### src/rtl/sp_fifo_ctrl.sv
// sp_fifo_ctrl: FIFO controller for a single-port synchronous SRAM (256 words).
// One SRAM access per cycle is shared between writes and reads. Reads prefetch
// into a 2-entry output buffer so the consumer sees a registered head word.
// Reads and writes alternate when both sides are competing.
//
// Ports:
//   clk, rst             clock, asynchronous active-high reset
//   wr_valid/wr_ready    producer handshake, wr_data payload
//   rd_valid/rd_ready    consumer handshake, rd_data head-of-FIFO word
//   count                stored words (RAM + in-flight read + output buffer)
//   ram_ceb/ram_web      SRAM chip/write enables, active-low
//   ram_a/ram_d/ram_q    SRAM address, write data, read data (1-cycle latency)
//
// Optional feature (macro SP_FIFO_WATERMARK_EN):
//   max_count            peak of count since reset
//   wm_clr               synchronous clear; loads the current count
module sp_fifo_ctrl #(
    parameter int DEPTH = 256,
    parameter int DW    = 128
) (
    input  logic          clk,
    input  logic          rst,
    input  logic          wr_valid,
    output logic          wr_ready,
    input  logic [DW-1:0] wr_data,
    output logic          rd_valid,
    input  logic          rd_ready,
    output logic [DW-1:0] rd_data,
    output logic [8:0]    count,
    output logic          ram_ceb,
    output logic          ram_web,
    output logic [7:0]    ram_a,
    output logic [DW-1:0] ram_d,
    input  logic [DW-1:0] ram_q
`ifdef SP_FIFO_WATERMARK_EN
    ,
    output logic [8:0]    max_count,
    input  logic          wm_clr
`endif
);

    localparam logic [8:0] FULL_CNT = 9'(DEPTH);

    typedef enum logic {
        PRIO_RD,
        PRIO_WR
    } prio_t;

    logic [7:0]    wptr;
    logic [7:0]    rptr;
    logic [8:0]    ram_cnt;
    logic [1:0]    ob_cnt;
    logic          inflight;
    prio_t         prio;
    logic [7:0]    ram_a_q;
    logic [DW-1:0] ob [2];

    logic          full;
    logic          empty;
    logic          rd_req;
    logic          wr_go;
    logic          rd_go;
    logic          pop;
    logic          tail;
    logic [8:0]    ram_cnt_n;
    logic [1:0]    ob_cnt_n;
    logic [8:0]    count_n;

    always_comb begin
        full      = (ram_cnt == FULL_CNT);
        empty     = (ram_cnt == '0);
        // Only prefetch when the buffer has room for the word once it lands.
        rd_req    = !empty && (({1'b0, ob_cnt} + {2'b00, inflight}) < 3'd2);
        wr_ready  = !rst && !full && (!rd_req || prio == PRIO_WR);
        wr_go     = wr_valid && wr_ready;
        rd_go     = !rst && rd_req && !wr_go;

        ram_ceb   = !(wr_go || rd_go);
        ram_web   = !wr_go;
        ram_a     = wr_go ? wptr : (rd_go ? rptr : ram_a_q);
        ram_d     = wr_data;

        rd_valid  = (ob_cnt != 2'd0);
        rd_data   = ob[0];
        pop       = rd_valid && rd_ready;
        // Slot the returning word lands in, after any same-cycle pop shift.
        tail      = (ob_cnt == 2'd2) || (ob_cnt == 2'd1 && !pop);

        ram_cnt_n = ram_cnt + 9'(wr_go) - 9'(rd_go);
        ob_cnt_n  = ob_cnt + {1'b0, inflight} - {1'b0, pop};
        // count is registered from next-state values so it matches the
        // stored contents on every cycle.
        count_n   = ram_cnt_n + {8'b0, rd_go} + {7'b0, ob_cnt_n};
    end

    always_ff @(posedge clk or posedge rst) begin
        if (rst) begin
            wptr     <= '0;
            rptr     <= '0;
            ram_cnt  <= '0;
            ob_cnt   <= '0;
            inflight <= 1'b0;
            count    <= '0;
            prio     <= PRIO_RD;
            ram_a_q  <= '0;
            ob[0]    <= '0;
            ob[1]    <= '0;
        end else begin
            if (wr_go) wptr <= wptr + 8'd1;
            if (rd_go) rptr <= rptr + 8'd1;
            ram_cnt  <= ram_cnt_n;
            ob_cnt   <= ob_cnt_n;
            inflight <= rd_go;
            count    <= count_n;
            ram_a_q  <= ram_a;
            // Contended cycle: hand priority to whichever side lost.
            if (rd_req && wr_valid && !full)
                prio <= (prio == PRIO_WR) ? PRIO_RD : PRIO_WR;
            if (pop) ob[0] <= ob[1];
            if (inflight) ob[tail] <= ram_q;
        end
    end

`ifdef SP_FIFO_WATERMARK_EN
    always_ff @(posedge clk or posedge rst) begin
        if (rst) begin
            max_count <= '0;
        end else if (wm_clr) begin
            max_count <= count;
        end else if (count > max_count) begin
            max_count <= count;
        end
    end
`endif

endmodule

### config.mk
export PLATFORM = sky130hd
export DESIGN_NAME = sp_fifo_ctrl
export DESIGN_NICKNAME = d
export VERILOG_FILES = /design/src/rtl/sp_fifo_ctrl.sv
export SDC_FILE = /design/constraint.sdc
export NUM_CORES = 1
export LEC_CHECK = 0
export BUFFER_PORTS_ARGS = -buffer_cell sky130_fd_sc_hd__buf_2
export CAP_MARGIN = 20
export CORE_AREA = 2 2 211 213
export DETAILED_ROUTE_END_ITERATION = 10
export DIE_AREA = 0 0 213 215
export PLACE_DENSITY = 0.55
export SYNTH_ARGS = -nofsm -noshare
export SYNTH_HDL_FRONTEND = slang
export SYNTH_SLANG_ARGS = --single-unit
### constraint.sdc
create_clock -name clk -period 22.6 [get_ports clk]
set_clock_uncertainty 0.1 [all_clocks]
set_input_delay 2.26 -clock clk [delete_from_list [all_inputs] [get_ports clk]]
set_output_delay 2.26 -clock clk [all_outputs]
set_load 0.03 [all_outputs]
# After elaboration in Yosys (flattened, before gate mapping)
# Index checks and enable logic that the tools add are counted.
[word_totals]
reg_bits = 302
input_bits = 260
output_inout_bits = 277
wordCells = 57
[op_classes]
addsub = 9
magnitude_cmp = 3
eq_ne = 3
n_mux = 8
bitwise = 1
n_reduce_logical = 23
[op_table]
columns = ["cell", "n"]
rows = [
  ["$bwmux 256", 1],
  ["$mux 128", 2],
  ["$mux 256", 1],
  ["$demux 128 s1", 1],
  ["$add 9x1->9", 2],
  ["$add 8x1->8 const B", 2],
  ["$mux 8", 2],
  ["$logic_and 1x1->1", 11],
  ["$add 9x2->9", 1],
  ["$eq 9x9->1 const B", 1],
  ["$logic_not 9->1", 1],
  ["$sub 9x1->9", 1],
  ["$logic_not 1->1", 7],
  ["$add 2x1->3", 1],
  ["$logic_or 1x1->1", 3],
  ["$lt 3x2->1 const B", 1],
  ["$add 2x1->2", 1],
  ["$eq 2x1->1 const B", 1],
  ["$eq 2x2->1 const B", 1],
  ["$ge 2x2->1 const B", 1],
  ["$lt 2x1->1 const B", 1],
  ["$not 1->2", 1],
  ["$reduce_bool 2->1", 1],
  ["$sub 2x1->2", 1],
  ["$mux 1", 1],
]

# Longest topological paths before layout
# Gate-level depths: netlist of run 1.
[depth]
depth_word = 12
depth_mapped = 16
mapped_depth_nobuf = 16

# Worst setup path after synthesis of run 1
# Ideal clock, no wire load.
[synth_path]
path_kind = "input to output"
startpoint = "input port wr_valid"
endpoint = "output port ram_a[0]"
arrival_ns = 3.726
required_ns = 20.240
setup_slack_ns = 16.514
path_stages = 4
n_path_buf = 0
path_cell_list = "inv_1 > a31oi_1 > nand2_1 > a221oi_1"
[synth_between]
elab_chain_cells = 5
[synth_rtl]
columns = ["element", "line_no", "text"]
rows = [
  ["start: declaration", "23", "input logic wr_valid,"],
  ["$logic_and 1x1->1 (*)", "75", "wr_go = wr_valid && wr_ready;"],
  ["$logic_not 1->1", "76", "rd_go = !rst && rd_req && !wr_go;"],
  ["$logic_and 1x1->1", "76", ""],
  ["$mux 8", "80", "ram_a = wr_go ? wptr : (rd_go ? rptr : ram_a_q);"],
  ["$mux 8 (*)", "80", ""],
  ["end: declaration", "32", "output logic [7:0] ram_a,"],
]
# Every way passes the cells marked *; elsewhere a longest branch is shown, timed or not.

# Worst setup path in the final report of run 1
[layout_path]
startpoint = "input port rst"
endpoint = "output port ram_a[3]"
[layout_between]
elab_chain_cells = 8
word_cells_on_any_way = 9
cone_classes = "mux (2); reduce/logical (7)"
[layout_rtl]
columns = ["element", "line_no", "text"]
rows = [
  ["start: declaration", "22", "input logic rst,"],
  ["$logic_not 1->1 (no source line) (*)", "n/a", ""],
  ["$logic_and 1x1->1 (2 in a row)", "74", "wr_ready = !rst && !full && (!rd_req || prio == PRIO_WR);"],
  ["$logic_and 1x1->1", "75", ""],
  ["$logic_not 1->1", "76", ""],
  ["$logic_and 1x1->1", "76", ""],
  ["$mux 8", "80", ""],
  ["$mux 8 (*)", "80", ""],
]
# Marked as above.

==> results by stage, run 1 <==
Power:
- Combinational logic burns 43.4% of the power.
- The clock share of power is 20.6%.
- The internal portion of total power is 1.56 mW.
- The analysis attributes to cell leakage a power of 7.63 nW.
- Overall power consumption after layout is estimated at 2.66 mW.
- The sequential share of power is 36.0%.
- The analysis attributes to net switching a power of 1.10 mW.
- The share of total power consumed by net switching is 41.2%.
- The maximum resistive drop on vdd is 0.0964 mV.
- The areal power density over the cells is 167 nW/um^2.

STA:
- The slew at the pin closest to its max-slew limit is 0.991 ns.
- Setup repair after global routing left no endpoint under its margin.
- The minimum setup slack in the final design is 16.52 ns.
- The final cycle utilization of the critical path is 26.9%.
- In this run the tightest slew margin relative to its limit is 34.0%.
- The total negative setup slack is 0 ns.
- Static timing analysis puts the maximum clock frequency at 165 MHz.
- The count of final hold-check violations is 0.
- Setup violations remaining at the end of the flow were counted as 0.
- The final max-slew violation count came to 0.
- The final critical-path required period is 6.08 ns.

Floorplan:
- The number of standard-cell rows in the floorplan is 77.
- The core region is 43,600 um^2.
- The die covers 45,800 um^2.
- Measured along the y axis, the die boundary spans 215 um.
- 537 I/O pins were placed.
- The floorplan step set the die width to 213 um.
- For this configuration, the core starts out at a cell density of 33.8%.

Worst setup path:
- The count of buffering cells on the critical path with inverters included is 3.
- The critical path in this run is classified as in -> out.
- The type of origin of the critical path is an input pin.
- Among the stages of the critical path, the cell type that occurs most often is sky130_fd_sc_hd__buf_2.
- The cell with the largest stage delay on the worst path is sky130_fd_sc_hd__nor4b_4.
- The largest incremental delay on the critical path is 0.79 ns.
- At the worst endpoint, the arrival time is 3.72 ns.
- The maximum fanout along the worst path is 17.
- Traced cell by cell, the critical path runs through buf_2, nor4b_4, a222oi_1, inv_1, buf_2.
- The category of cells accounting for the largest share of critical-path delay is simple AND/OR/NAND/NOR gates.
- STA classifies the critical path endpoint as a primary output.
- The data required time of the worst path is 20.24 ns.

Clocking:
- The TritonCTS clock tree is yes.
- The level count of the clock H-tree is 2.
- The maximum buffer depth of the clock tree is 3.
- The number of buffers inserted for hold repair after clock tree synthesis is 0.
- The total clock buffers created by CTS is 36.
- In this run, post-CTS repair resized a total of 0 instances.
- The clock-pin slew of the registers on the worst-case setup and hold paths is 0.06 ns.
- The later pin in the worst-skew pair is clocked with a latency of 0.54 ns.
- The number of clock sinks is 302.
- The number of setup buffers added after CTS is 0.
- The cell chosen for the clock root is sky130_fd_sc_hd__clkbuf_16.

Logic synthesis:
- During synthesis, Yosys emitted a total of 0 warnings.
- By area the synthesized netlist is led by sky130_fd_sc_hd__dfrtp_1 (51%), sky130_fd_sc_hd__buf_4 (13%), sky130_fd_sc_hd__mux2_2 (9.8%), sky130_fd_sc_hd__nand2_1 (6.8%), sky130_fd_sc_hd__a31oi_1 (5.5%).
- The area fraction of the dominant cell type after synthesis is 51.3%.
- The number of distinct standard cells referenced by the synthesized netlist is 45.
- For this run, the register share of the synthesized area comes to 51.3%.
- In the synthesized netlist the async set-or-reset flop fraction comes to 100%.
- After technology mapping, the gate count stands at 1,446.
- In the synthesized netlist the dominant register cell turns out to be sky130_fd_sc_hd__dfrtp_1.
- The number of nets in the synthesized netlist is 1,725.
- Averaged over all synthesized cells, the footprint is 10.2 um^2.
- In this run, synthesis produced a sequential element count of 302.
- The cell area after synthesis is 14,700 um^2.
- The number of enable flip-flop cells after synthesis is 0.
- Summed over all instances, the cell type with the most area after synthesis is sky130_fd_sc_hd__dfrtp_1.

Cells and area:
- The total of fill cells in the finished design is 4,394.
- Summing all flip-flop and latch instances after layout gives 7560 um^2.
- At the end of the flow, the number of nets in the layout was 1,725.
- Cells fill 36.4% of the core in the end.
- The area growth from synthesis to final layout is 7.88%.
- The commonest non-fill, non-tap cell in the layout is sky130_fd_sc_hd__dfrtp_1.
- The footprint of the multi-input gates is 4850 um^2.
- In the final layout, the share of cells above drive strength 1 is 33.0%.
- The count of non-filler cells in the finished layout is 2,066.
- Leaving out fill and tap cells, the most frequent cells in the layout are sky130_fd_sc_hd__dfrtp_1 (302), sky130_fd_sc_hd__buf_2 (280), sky130_fd_sc_hd__nand2_1 (265).

Place:
- The worst setup timing slack at the placement stage is 16.39 ns.
- Input and output buffers added on the ports amount to 280.
- Once detailed placement completed, the half-perimeter wirelength came to 22.5 mm.
- The number of placed instances, taps included, is 1,999.
- The routability congestion estimate is 0.767.

Routing:
- The total routed wirelength is 34.6 mm.
- After detailed routing, the number of remaining DRC violations is 0.
- After the first detailed-routing iteration, the DRC count stood at 531.
- The iteration count of the initial detailed-routing pass is 5.
- Dividing the detail-routed wire length by the instance count gives 16.7 um.
- The remaining antenna violation count after routing is 0.
- The detailed router placed 9,805 vias in this run.
- The detailed-route vias per instance is 4.75.

GRT:
- The number of antenna violations at the first check in global routing is 6.
- The overall routing resource usage is 15.0%.
- The remaining global-route overflow is 0.
- The first global-routing pass estimated 54.5 mm of wire.
- The number of global-route vias before repair came to 9,725.
- Entering global routing, the biggest net connects 109 pins.

Min path:
- The path class of the tightest hold or removal check is reg -> reg.

Flow run:
- Across the run, the number of max-cap violations was 0.

Run status:
- The flow ran to the end, and the final reports show no timing, DRC or antenna violations.
[through the flow]
stage / hold slack, ns / area (um^2)
final: 0.378 / 15900
after global routing: 0.410 / 15900
after CTS: 0.390 / 15900
after detailed placement: 0.378 / 14800
after global placement: 0.375 / 14800
after floorplan: 0.344 / 14700
[power groups by stage]
stage                     Sequential, mW  Combinational [mW]  Clock, mW
final                              0.958                1.15      0.547
after global routing               0.992                1.27      0.591
after CTS                          0.960                1.17      0.568
after detailed placement           0.965                1.17          0
after global placement             0.955                1.15          0
after floorplan                    0.941                1.06          0
[synth_stat cells (3+ instances only)]
library cell	count
sky130_fd_sc_hd__a21oi_1	9
sky130_fd_sc_hd__a222oi_1	7
sky130_fd_sc_hd__a31oi_1	129
sky130_fd_sc_hd__and3_1	3
sky130_fd_sc_hd__buf_1	6
sky130_fd_sc_hd__buf_2	18
sky130_fd_sc_hd__buf_4	256
sky130_fd_sc_hd__clkbuf_1	48
sky130_fd_sc_hd__dfrtp_1	302
sky130_fd_sc_hd__fa_1	3
sky130_fd_sc_hd__ha_1	16
sky130_fd_sc_hd__inv_1	36
sky130_fd_sc_hd__mux2_2	128
sky130_fd_sc_hd__nand2_1	267
sky130_fd_sc_hd__nand2b_1	4
sky130_fd_sc_hd__nand3_1	8
sky130_fd_sc_hd__nand4_1	4
sky130_fd_sc_hd__nor2_1	142
sky130_fd_sc_hd__nor3_1	3
sky130_fd_sc_hd__xnor2_1	22
sky130_fd_sc_hd__xor2_1	7
[cell type report]
type | count | area share [%]
clock buffer | 56 | 6.65
antenna | 4 | 0.0629
tap | 592 | 4.66
inverter | 37 | 0.936
multi-input combinational | 779 | 30.5
clock inverter | 6 | 0.252
timing repair buffer | 290 | 9.41
sequential | 302 | 47.5
[worst paths after layout]
kind                               endpoint  startpoint  slack, ns  cells after the start
worst max-delay path               ram_a[3]         rst      16.52                      5
worst min-delay path                rptr[7]     rptr[7]       0.38                      1
worst max register to register     count[8]   ob_cnt[1]      18.10                     14
worst min register to register      rptr[7]     rptr[7]       0.38                      1
max in group asynchronous       rd_data[13]         rst      18.45                      4
min in group asynchronous              prio         rst       1.77                      2
[layer usage]
metal	routed length [um]	vias up	GRT usage, %
met3	2800	86	5.68
li1	-	4550	-
met1	14600	4836	18.8
met4	1050	4	5.73
met2	16100	329	23.4
met5	27	-	0
[kinds of logic (layout without fill, tap and decap cells)]
group	after synthesis	count (layout)	share of synthesized area, %
adder cells (fa/ha/maj)	19	19	1.77
AO/OA/AOI/OAI	158	158	7.10
multiplexers	130	130	9.92
other	0	4	0
buffers and inverters	365	389	16.0
AND/OR/NAND/NOR	441	441	12.0
XOR/XNOR	31	31	1.94
flip-flops	302	302	51.3
No activity file was read; power rests on OpenSTA's default activity.
==> run 2: changes to the inputs <==
--- a/config.mk
+++ b/config.mk
@@ -7,10 +7,10 @@
 export LEC_CHECK = 0
 export BUFFER_PORTS_ARGS = -buffer_cell sky130_fd_sc_hd__buf_2
 export CAP_MARGIN = 20
-export CORE_AREA = 2 2 211 213
+export CORE_AREA = 2 2 207 209
 export DETAILED_ROUTE_END_ITERATION = 10
-export DIE_AREA = 0 0 213 215
-export PLACE_DENSITY = 0.55
+export DIE_AREA = 0 0 209 211
+export PLACE_DENSITY = 0.59
 export SYNTH_ARGS = -nofsm -noshare
 export SYNTH_HDL_FRONTEND = slang
 export SYNTH_SLANG_ARGS = --single-unit
==> constraint.sdc (replaced) <==
create_clock -name clk -period 5.5 [get_ports clk]
set_clock_uncertainty 0.1 [all_clocks]
set_input_delay 0.55 -clock clk [delete_from_list [all_inputs] [get_ports clk]]
set_output_delay 0.55 -clock clk [all_outputs]
set_load 0.03 [all_outputs]
==> run 2 against run 1 <==
Combinational power grew to 4.1 times the previous value. Via count is essentially flat. Critical path depth grew 10. Sequential share of layout area grew 0.064 points. Setup slack lost 15 ns. Core utilization grew 1.6 points. Critical path type is now reg -> reg.
==> results by stage, run 2 (synthesis results as in run 1) <==
Cells and area:
- The count of non-filler cells in the finished layout is 2,014.
- The net count of the finished layout is 1,725.
- The share of layout cells above drive strength 1 is 33.2%.
- Leaving out fill and tap cells, the most frequent cell in the layout is sky130_fd_sc_hd__dfrtp_1.
- The top cell types in the final layout, fill and taps aside, are sky130_fd_sc_hd__dfrtp_1 (302), sky130_fd_sc_hd__buf_2 (280), sky130_fd_sc_hd__nand2_1 (265).
- Relative to the synthesized area, the layout overhead comes to 7.74%.

STA:
- Setup violations remaining at the end of the flow were counted as 0.
- For the pin with the worst max-slew slack, the measured transition is 0.950 ns.
- The final cycle utilization of the critical path is 72.5%.
- The count of final hold-check violations came to 0.
- The upper clock frequency limit is 251 MHz.
- The total negative setup slack is 0 ns.
- The worst pin sits at a relative slew slack of 36.6%.
- Setup repair after global routing left no endpoint under its margin.
- The final max-slew violation count came to 0.
- For the finished layout, the period the worst path requires is 3.99 ns.

Power:
- Power spread over the standard cell area amounts to 689 nW/um^2.
- Across the VDD grid, the largest voltage drop is 0.350 mV.
- The leakage power figure is 7.65 nW.

Place:
- Detailed placement finished with a half-perimeter wire length of 21.9 mm.
- The routability congestion estimate is 0.757.
- Buffers placed on the I/O ports in this run total 280.
- The count of placed standard cells including taps is 1,947.

Floorplan:
- The die width is 209 um.
- The vertical die dimension is 211 um.
- The area enclosed by the die boundary is 44,100 um^2.
- After floorplanning, the core was divided into 75 placement rows.
- The placeable core area is 41,800 um^2.
- The I/O pin total is 537.
- The initial utilization of the core area, before any placement, comes to 35.3%.

Clocking:
- After clock tree synthesis, the clock-pin slew on the worst setup and hold paths is 0.06 ns.
- The cell sitting at the root of the clock tree is a sky130_fd_sc_hd__clkbuf_16.
- The H-tree generated during clock tree synthesis spans 2 levels.
- Once the clock tree was built, the setup fixing pass inserted 0 buffers.
- In this run, post-CTS repair resized a total of 0 instances.
- No sink is reached through more buffers than the 3 on the longest clock path.
- In this run, CTS created clock tree buffers numbering 36.
- At the later pin of the worst-skew pair, clock insertion delay measures 0.53 ns.
- TritonCTS built the clock tree.
- Clock tree synthesis found a total of 302 sinks.
- The number of buffers inserted for hold repair after clock tree synthesis is 0.

Routing:
- The total routed wirelength is 33.9 mm.
- The total number of vias is 9,804.
- The count of nets left with antenna violations once routing finished came out at 0.
- The first detailed-routing pass took 7 iterations.
- For this block, the initial DRC count from the detailed router was 691.
- The post-route DRC violation count is 0.
- The detailed-route vias per instance is 4.87.
- In the final routed layout, each cell accounts on average for 16.8 um.

GRT:
- The global-route wire length before repair is 53.5 mm.
- The number of global-route vias before repair was 9,839.
- The remaining global-route overflow is 0.
- The overall routing resource usage is 15.1%.
- The maximum number of pins on one net before global-route repair is 160.
- The number of antenna violations at the first check in global routing is 3.

Worst setup path:
- Counting both buffers and inverters, the worst setup path holds a total of 2.
- In this design, the stage delay of the slowest critical-path cell is 0.58 ns.
- The length in cells of the worst reg-to-reg path is 15.
- The worst setup path is launched from a flip-flop.
- The worst path arrival time is 4.33 ns.
- STA classifies the critical path endpoint as a flip-flop.
- The startpoint of the most critical register-to-register path is ram_cnt[2].
- At the worst endpoint, the required time is 5.84 ns.
- The signal on the critical path passes through inv_1, ha_1, nand4bb_4, nor3_2, o21ai_0, nand2_1, inv_1, ha_1, fa_1, a21oi_1, o21bai_2, xnor2_1, or4_4, nor3_2, xor2_1.
- The critical path is of the reg -> reg type.
- The capture point of the worst reg-to-reg path is count[8].
- The slowest stage of the critical path is the sky130_fd_sc_hd__or4_4 cell.
- Setup slack on the worst reg-to-reg path comes out at 1.51 ns.
- In this design, the largest share of critical-path delay is due to simple AND/OR/NAND/NOR gates.
- The maximum fanout along the worst path is 10.

Flow run:
- Across the run, the number of max-cap violations was 0.

Run status:
- The flow ran to the end, and the final reports show no timing, DRC or antenna violations.

Min path:
- The worst min-delay path category is in -> reg.
- The launch instance of the worst min-delay path is ram_q[55].
- The hold-critical path depth is 2.
==> run 2: per-stage QoR <==
stage / util (%) / instance area, um^2 / power, mW / worst slack (ns) / hold slack [ns]
floorplan: - / 14700 / 8.23 / 0.835 / 0.344
global placement: 35.3 / 14800 / 8.61 / 1.66 / 0.361
detailed placement: 35.3 / 14800 / 8.76 / 1.50 / 0.364
CTS: 38.0 / 15900 / 11.1 / 1.51 / 0.125
global route: 38.0 / 15900 / 11.7 / 1.27 / 0.139
finish: 38.0 / 15900 / 10.9 / 1.51 / 0.165
==> run 2: report_power, final <==
group	internal, mW	switching (mW)	leakage (nW)
Combinational	1.76	3.00	3.42
Clock	1.34	0.927	0.554
Sequential	3.35	0.577	3.68
==> run 2: worst max path at each step <==
stage	from	endpoint	slack [ns]	cells past startpoint
3_5_place_dp	ram_cnt[2]	count[8]	1.50	15
5_1_grt	ram_cnt[3]	count[8]	1.27	15
4_1_cts	ram_cnt[2]	count[8]	1.51	15
3_3_place_gp	ram_cnt[5]	count[8]	1.66	15
6_report	ram_cnt[2]	count[8]	1.51	15
2_1_floorplan	rst	asynchronous set/reset pin	0.83	1
==> run 2: area by class of cell <==
type,instances,area [um^2]
flip-flops and latches,302,7560
clock buffers,56,1070
well taps,539,674
repair buffers,290,1530
diodes,3,7.51
clock inverters,8,51.3
multi-input cells,779,4850
inverters,37,145
fillers,4095,25900
==> run 2: per-layer routing <==
metal / track usage, % / vias to the layer above / part of all wire [%]
li1: - / 4540 / -
met1: 18.8 / 4872 / 42
met2: 24.4 / 329 / 47
met3: 5.87 / 61 / 8.1
met4: 4.61 / 2 / 2.2
met5: 0 / - / 0.038
==> run 3: changes to the inputs <==
==> config.mk (replaced) <==
export PLATFORM = sky130hd
export DESIGN_NAME = sp_fifo_ctrl
export DESIGN_NICKNAME = d
export VERILOG_FILES = /design/src/rtl/sp_fifo_ctrl.sv
export SDC_FILE = /design/constraint.sdc
export NUM_CORES = 1
export LEC_CHECK = 0
export ABC_AREA = 1
export BUFFER_PORTS_ARGS = -buffer_cell sky130_fd_sc_hd__buf_2
export CAP_MARGIN = 20
export CORE_AREA = 2 2 209 211
export DETAILED_ROUTE_END_ITERATION = 10
export DIE_AREA = 0 0 211 213
export PLACE_DENSITY = 0.58
export SYNTH_ARGS = -nofsm -noshare
export SYNTH_HDL_FRONTEND = slang
export SYNTH_SLANG_ARGS = --single-unit
==> constraint.sdc (replaced) <==
create_clock -name clk -period 3.9 [get_ports clk]
set_clock_uncertainty 0.1 [all_clocks]
set_input_delay 0.39 -clock clk [delete_from_list [all_inputs] [get_ports clk]]
set_output_delay 0.39 -clock clk [all_outputs]
set_load 0.03 [all_outputs]
==> run 3 against run 2 <==
Cell area grew 13%. Power grew 51%. Cell count is 15% higher. Clock power grew 52%. Critical endpoint is now ram_a[6]. Die area increased by 1.9%. Critical path depth down 1.
==> results by stage, run 3 <==
Logic synthesis:
- By instance count, the leading cell after synthesis is sky130_fd_sc_hd__nand2_1.
- The most used flip-flop cell after synthesis is sky130_fd_sc_hd__dfrtp_1.
- Counting flops and latches in the post-synthesis netlist gives 302.
- Yosys printed 0 warnings.
- The sequential cell area fraction in the yosys report is 49.2%.
- The library cell with the largest summed area after synthesis is sky130_fd_sc_hd__dfrtp_1.
- After synthesis, the most frequently instantiated cells are sky130_fd_sc_hd__nand2_1 (423), sky130_fd_sc_hd__dfrtp_1 (302), sky130_fd_sc_hd__buf_4 (259).
- The number of distinct standard cells referenced by the synthesized netlist is 30.
- A synthesized cell averages 9.48 um^2.
- The async set-or-reset flop fraction in the synthesized netlist is 100%.
- In this run, synthesis inferred 0 flip-flops with an integrated enable.
- Ranked by total cell area, the synthesized netlist is headed by sky130_fd_sc_hd__dfrtp_1 (49%), sky130_fd_sc_hd__buf_4 (13%), sky130_fd_sc_hd__nand2_1 (10%), sky130_fd_sc_hd__mux2_4 (7.9%), sky130_fd_sc_hd__a31oi_1 (5.2%).
- The area fraction of the dominant cell type after synthesis is 49.2%.
- The cell area after synthesis is 15,300 um^2.
- Synthesis produced 1,619 cells.
- Synthesis produced a netlist with a net count of 1,898.

Clocking:
- Post-CTS timing repair inserted 0 buffers for setup.
- Counting every sink on the clock net gives 302.
- The clock network latency to the later pin of the worst-skew pair is 0.54 ns.
- The level count of the clock H-tree is 2.
- The total clock buffers created by CTS is 37.
- TritonCTS built the clock tree.
- The clock passes through at most 3 buffers.
- Clock tree synthesis selected as its root buffer the cell sky130_fd_sc_hd__clkbuf_16.
- The clock-pin slew of the registers on the worst-case setup and hold paths is 0.06 ns.

Worst setup path:
- The maximum fanout along the worst path is 14.
- The kind of critical path is reg -> out.
- The worst setup path startpoint is ram_cnt[4].
- The worst path arrival time is 2.96 ns.
- STA classifies the critical path startpoint as a flip-flop.
- The data required time of the worst path is 3.41 ns.
- The capture point of the worst reg-to-reg path is count[8].
- The setup check on the worst reg-to-reg path leaves a slack of 0.51 ns.
- The startpoint of the most critical register-to-register path is ram_cnt[4].
- The capturing element type of the critical path is a primary output.
- The length in cells of the worst reg-to-reg path is 22.

GRT:
- The first global-routing pass estimated 61.1 mm of wire.
- For this run, the total global-route usage over all layers was measured as 16.9%.
- For this run the aggregate overflow at the end of global routing stands at 0.
- The number of global-route vias before repair is 11,300.
- The number of antenna violations at the first check in global routing is 1.
- Entering global routing, the biggest net connects 107 pins.

STA:
- Setup violations remaining at the end of the flow were counted as 0.
- The final max-slew violation count is 0.
- Setup repair after global routing left no endpoint under its margin.
- After layout, the minimum clock period comes to 3.45 ns.
- Static timing analysis puts the maximum clock frequency at 290 MHz.
- In the finished design, the share of the clock period the worst path needs comes to 88.3%.
- The count of final hold-check violations was 0.
- The minimum setup slack in the final design is 0.455 ns.
- Measured against its own limit, the worst slew margin works out to 43.9%.
- The slew at the pin closest to its max-slew limit is 0.839 ns.

Floorplan:
- The number of standard-cell rows in the floorplan is 76.
- The area enclosed by the die boundary is 44,900 um^2.
- The vertical die dimension is 213 um.
- The placeable core area is 42,700 um^2.
- For this design the top-level I/O count stands at 537.
- Once the floorplan was initialized, standard cells occupied 35.9% of the core.
- Measured along the x axis, the die boundary spans 211 um.

Routing:
- The starting DRC count in detailed routing is 700.
- For this block, the via count after detailed routing is 11,100.
- Dividing the detail-routed via count by the number of cells gives 4.79.
- The iteration count of the initial detailed-routing pass is 5.
- Dividing the detail-routed wire length by the instance count gives 16.6 um.
- The total routed wirelength is 38.6 mm.
- For this run, design rule violations remaining after detail routing come to 0.
- In this run the remaining antenna-violating nets after routing total 0.

Cells and area:
- Leaving out fill and tap cells, the most frequent cells in the layout are sky130_fd_sc_hd__nand2_1 (423), sky130_fd_sc_hd__dfrtp_1 (301), sky130_fd_sc_hd__buf_2 (280).
- The library cell used most frequently in the layout, excluding fill and tap cells, is sky130_fd_sc_hd__nand2_1.
- After routing the design area is 17,900 um^2.
- After the last flow step, the layout net total stands at 2,030.
- The filler cells instantiated in the layout total 4,103.
- The final core utilization is 41.9%.
- The share of layout cells above drive strength 1 is 25.8%.
- The area growth from synthesis to final layout is 16.5%.

Power:
- The leakage power figure is 9.08 nW.
- Summed over all nets, the switching power comes to 6.91 mW.
- Net switching is 41.9% of the power.
- The internal power of the cells totals 9.58 mW.
- The clock share of power is 20.8%.
- The combinational power share is 45.5%.
- The sequential share of power is 33.6%.
- The areal power density over the cells is 922 nW/um^2.
- The maximum resistive drop on vdd is 0.686 mV.
- The total power draw is 16.5 mW.

Place:
- The routability congestion estimate is 0.824.
- The instance area at placement is 15,400 um^2.
- OpenSTA, run right after detailed placement, puts the worst setup slack at 0.512 ns.
- The HPWL after detailed placement is 24.4 mm.
- The quantity of I/O buffers inserted on ports is 280.

Min path:
- The path class of the tightest hold or removal check is in -> reg.
- The worst hold path begins at ram_q[76].
- The hold-critical path depth is 2.

Run status:
- The flow ran to the end, and the final reports show no timing, DRC or antenna violations.

Flow run:
- Across the run, the number of max-cap violations was 0.
-- run 3: worst max-delay path by stage --
stage                     slack (ns)                    endpoint
after global routing            0.07                    ram_a[3]
after CTS                       0.40                    ram_a[3]
after global placement          0.61                    count[8]
after detailed placement        0.51                    count[7]
after floorplan                -0.61  asynchronous set/reset pin
final                           0.45                    ram_a[6]
-- run 3: cell families (layout without fill, tap and decap cells) --
family                     count (synthesis)  count (layout)  share of synthesized area, %
xor gates and xnor gates                  21              21                          1.20
other                                      0               1                             0
DFF                                      302             302                          49.2
AOI/OAI and AO/OA                        142             142                          5.69
buffers and inverters                    390             549                          16.6
muxes                                     93              93                          8.80
adders and majority gates                 19              19                          1.70
and+or+nand+nor                          652             652                          16.8
-- run 3: critical path: stages, from the launching register on --
cell and delay (ns):
sky130_fd_sc_hd__dfrtp_1 0.38, sky130_fd_sc_hd__inv_1 0.09, sky130_fd_sc_hd__ha_1 0.14, sky130_fd_sc_hd__nand2_1 0.05
sky130_fd_sc_hd__inv_1 0.06, sky130_fd_sc_hd__nand3_1 0.06, sky130_fd_sc_hd__nor2_1 0.14, sky130_fd_sc_hd__nor2_1 0.08
sky130_fd_sc_hd__nand3_2 0.18, sky130_fd_sc_hd__nand2_1 0.20, sky130_fd_sc_hd__buf_4 0.23, sky130_fd_sc_hd__inv_1 0.32
sky130_fd_sc_hd__nand2_1 0.13, sky130_fd_sc_hd__nand3_1 0.15, sky130_fd_sc_hd__buf_2 0.21
-- run 3: layer usage --
metal  wire (um)  up-vias  part of all wire [%]  GRT usage [%]
li1            -     5264                     -              -
met1       16800     5439                    44           21.6
met2       18100      368                    47           27.4
met3        2770       75                   7.2           5.12
met4         933        0                   2.4           5.32
met5           0        -                     0              0
-- run 3: power groups by stage --
| stage | clock network (mW) | logic, mW | registers [mW] |
|---|---|---|---|
| 6_report | 3.44 | 7.51 | 5.55 |
| 4_1_cts | 3.56 | 7.58 | 5.53 |
| 3_3_place_gp | 0 | 7.31 | 5.52 |
| 2_1_floorplan | 0 | 6.59 | 5.46 |
| 3_5_place_dp | 0 | 7.45 | 5.56 |
| 5_1_grt | 3.68 | 8.27 | 5.73 |
-- run 3: area by class of cell --
cell class	count	area [um^2]	area share [%]
sequential	302	7560	42.3
multi-input combinational	927	5280	29.5
timing repair buffer	429	2940	16.4
clock buffer	57	1070	5.99
tap	546	683	3.82
inverter	54	209	1.17
clock inverter	9	149	0.832
antenna	1	2.50	0.0140
-- run 3: per-stage QoR --
| step | TNS [ns] | hold WS, ns | std cells |
|---|---|---|---|
| 5_1_grt | 0 | 0.00972 | 2325 |
| 6_report | 0 | 0.0390 | 2325 |
| 2_1_floorplan | -182.72 | 0.342 | 1619 |
| 3_3_place_gp | 0 | 0.353 | 2132 |
| 3_5_place_dp | 0 | 0.358 | 2132 |
| 4_1_cts | 0 | 0.00169 | 2324 |
-- run 3: what timing repair did --
item,4_1_cts,5_1_grt
hold buffers,126,0
endpoints found under the hold margin,210,0
resized for setup,0,0
endpoints found under the setup margin,0,0
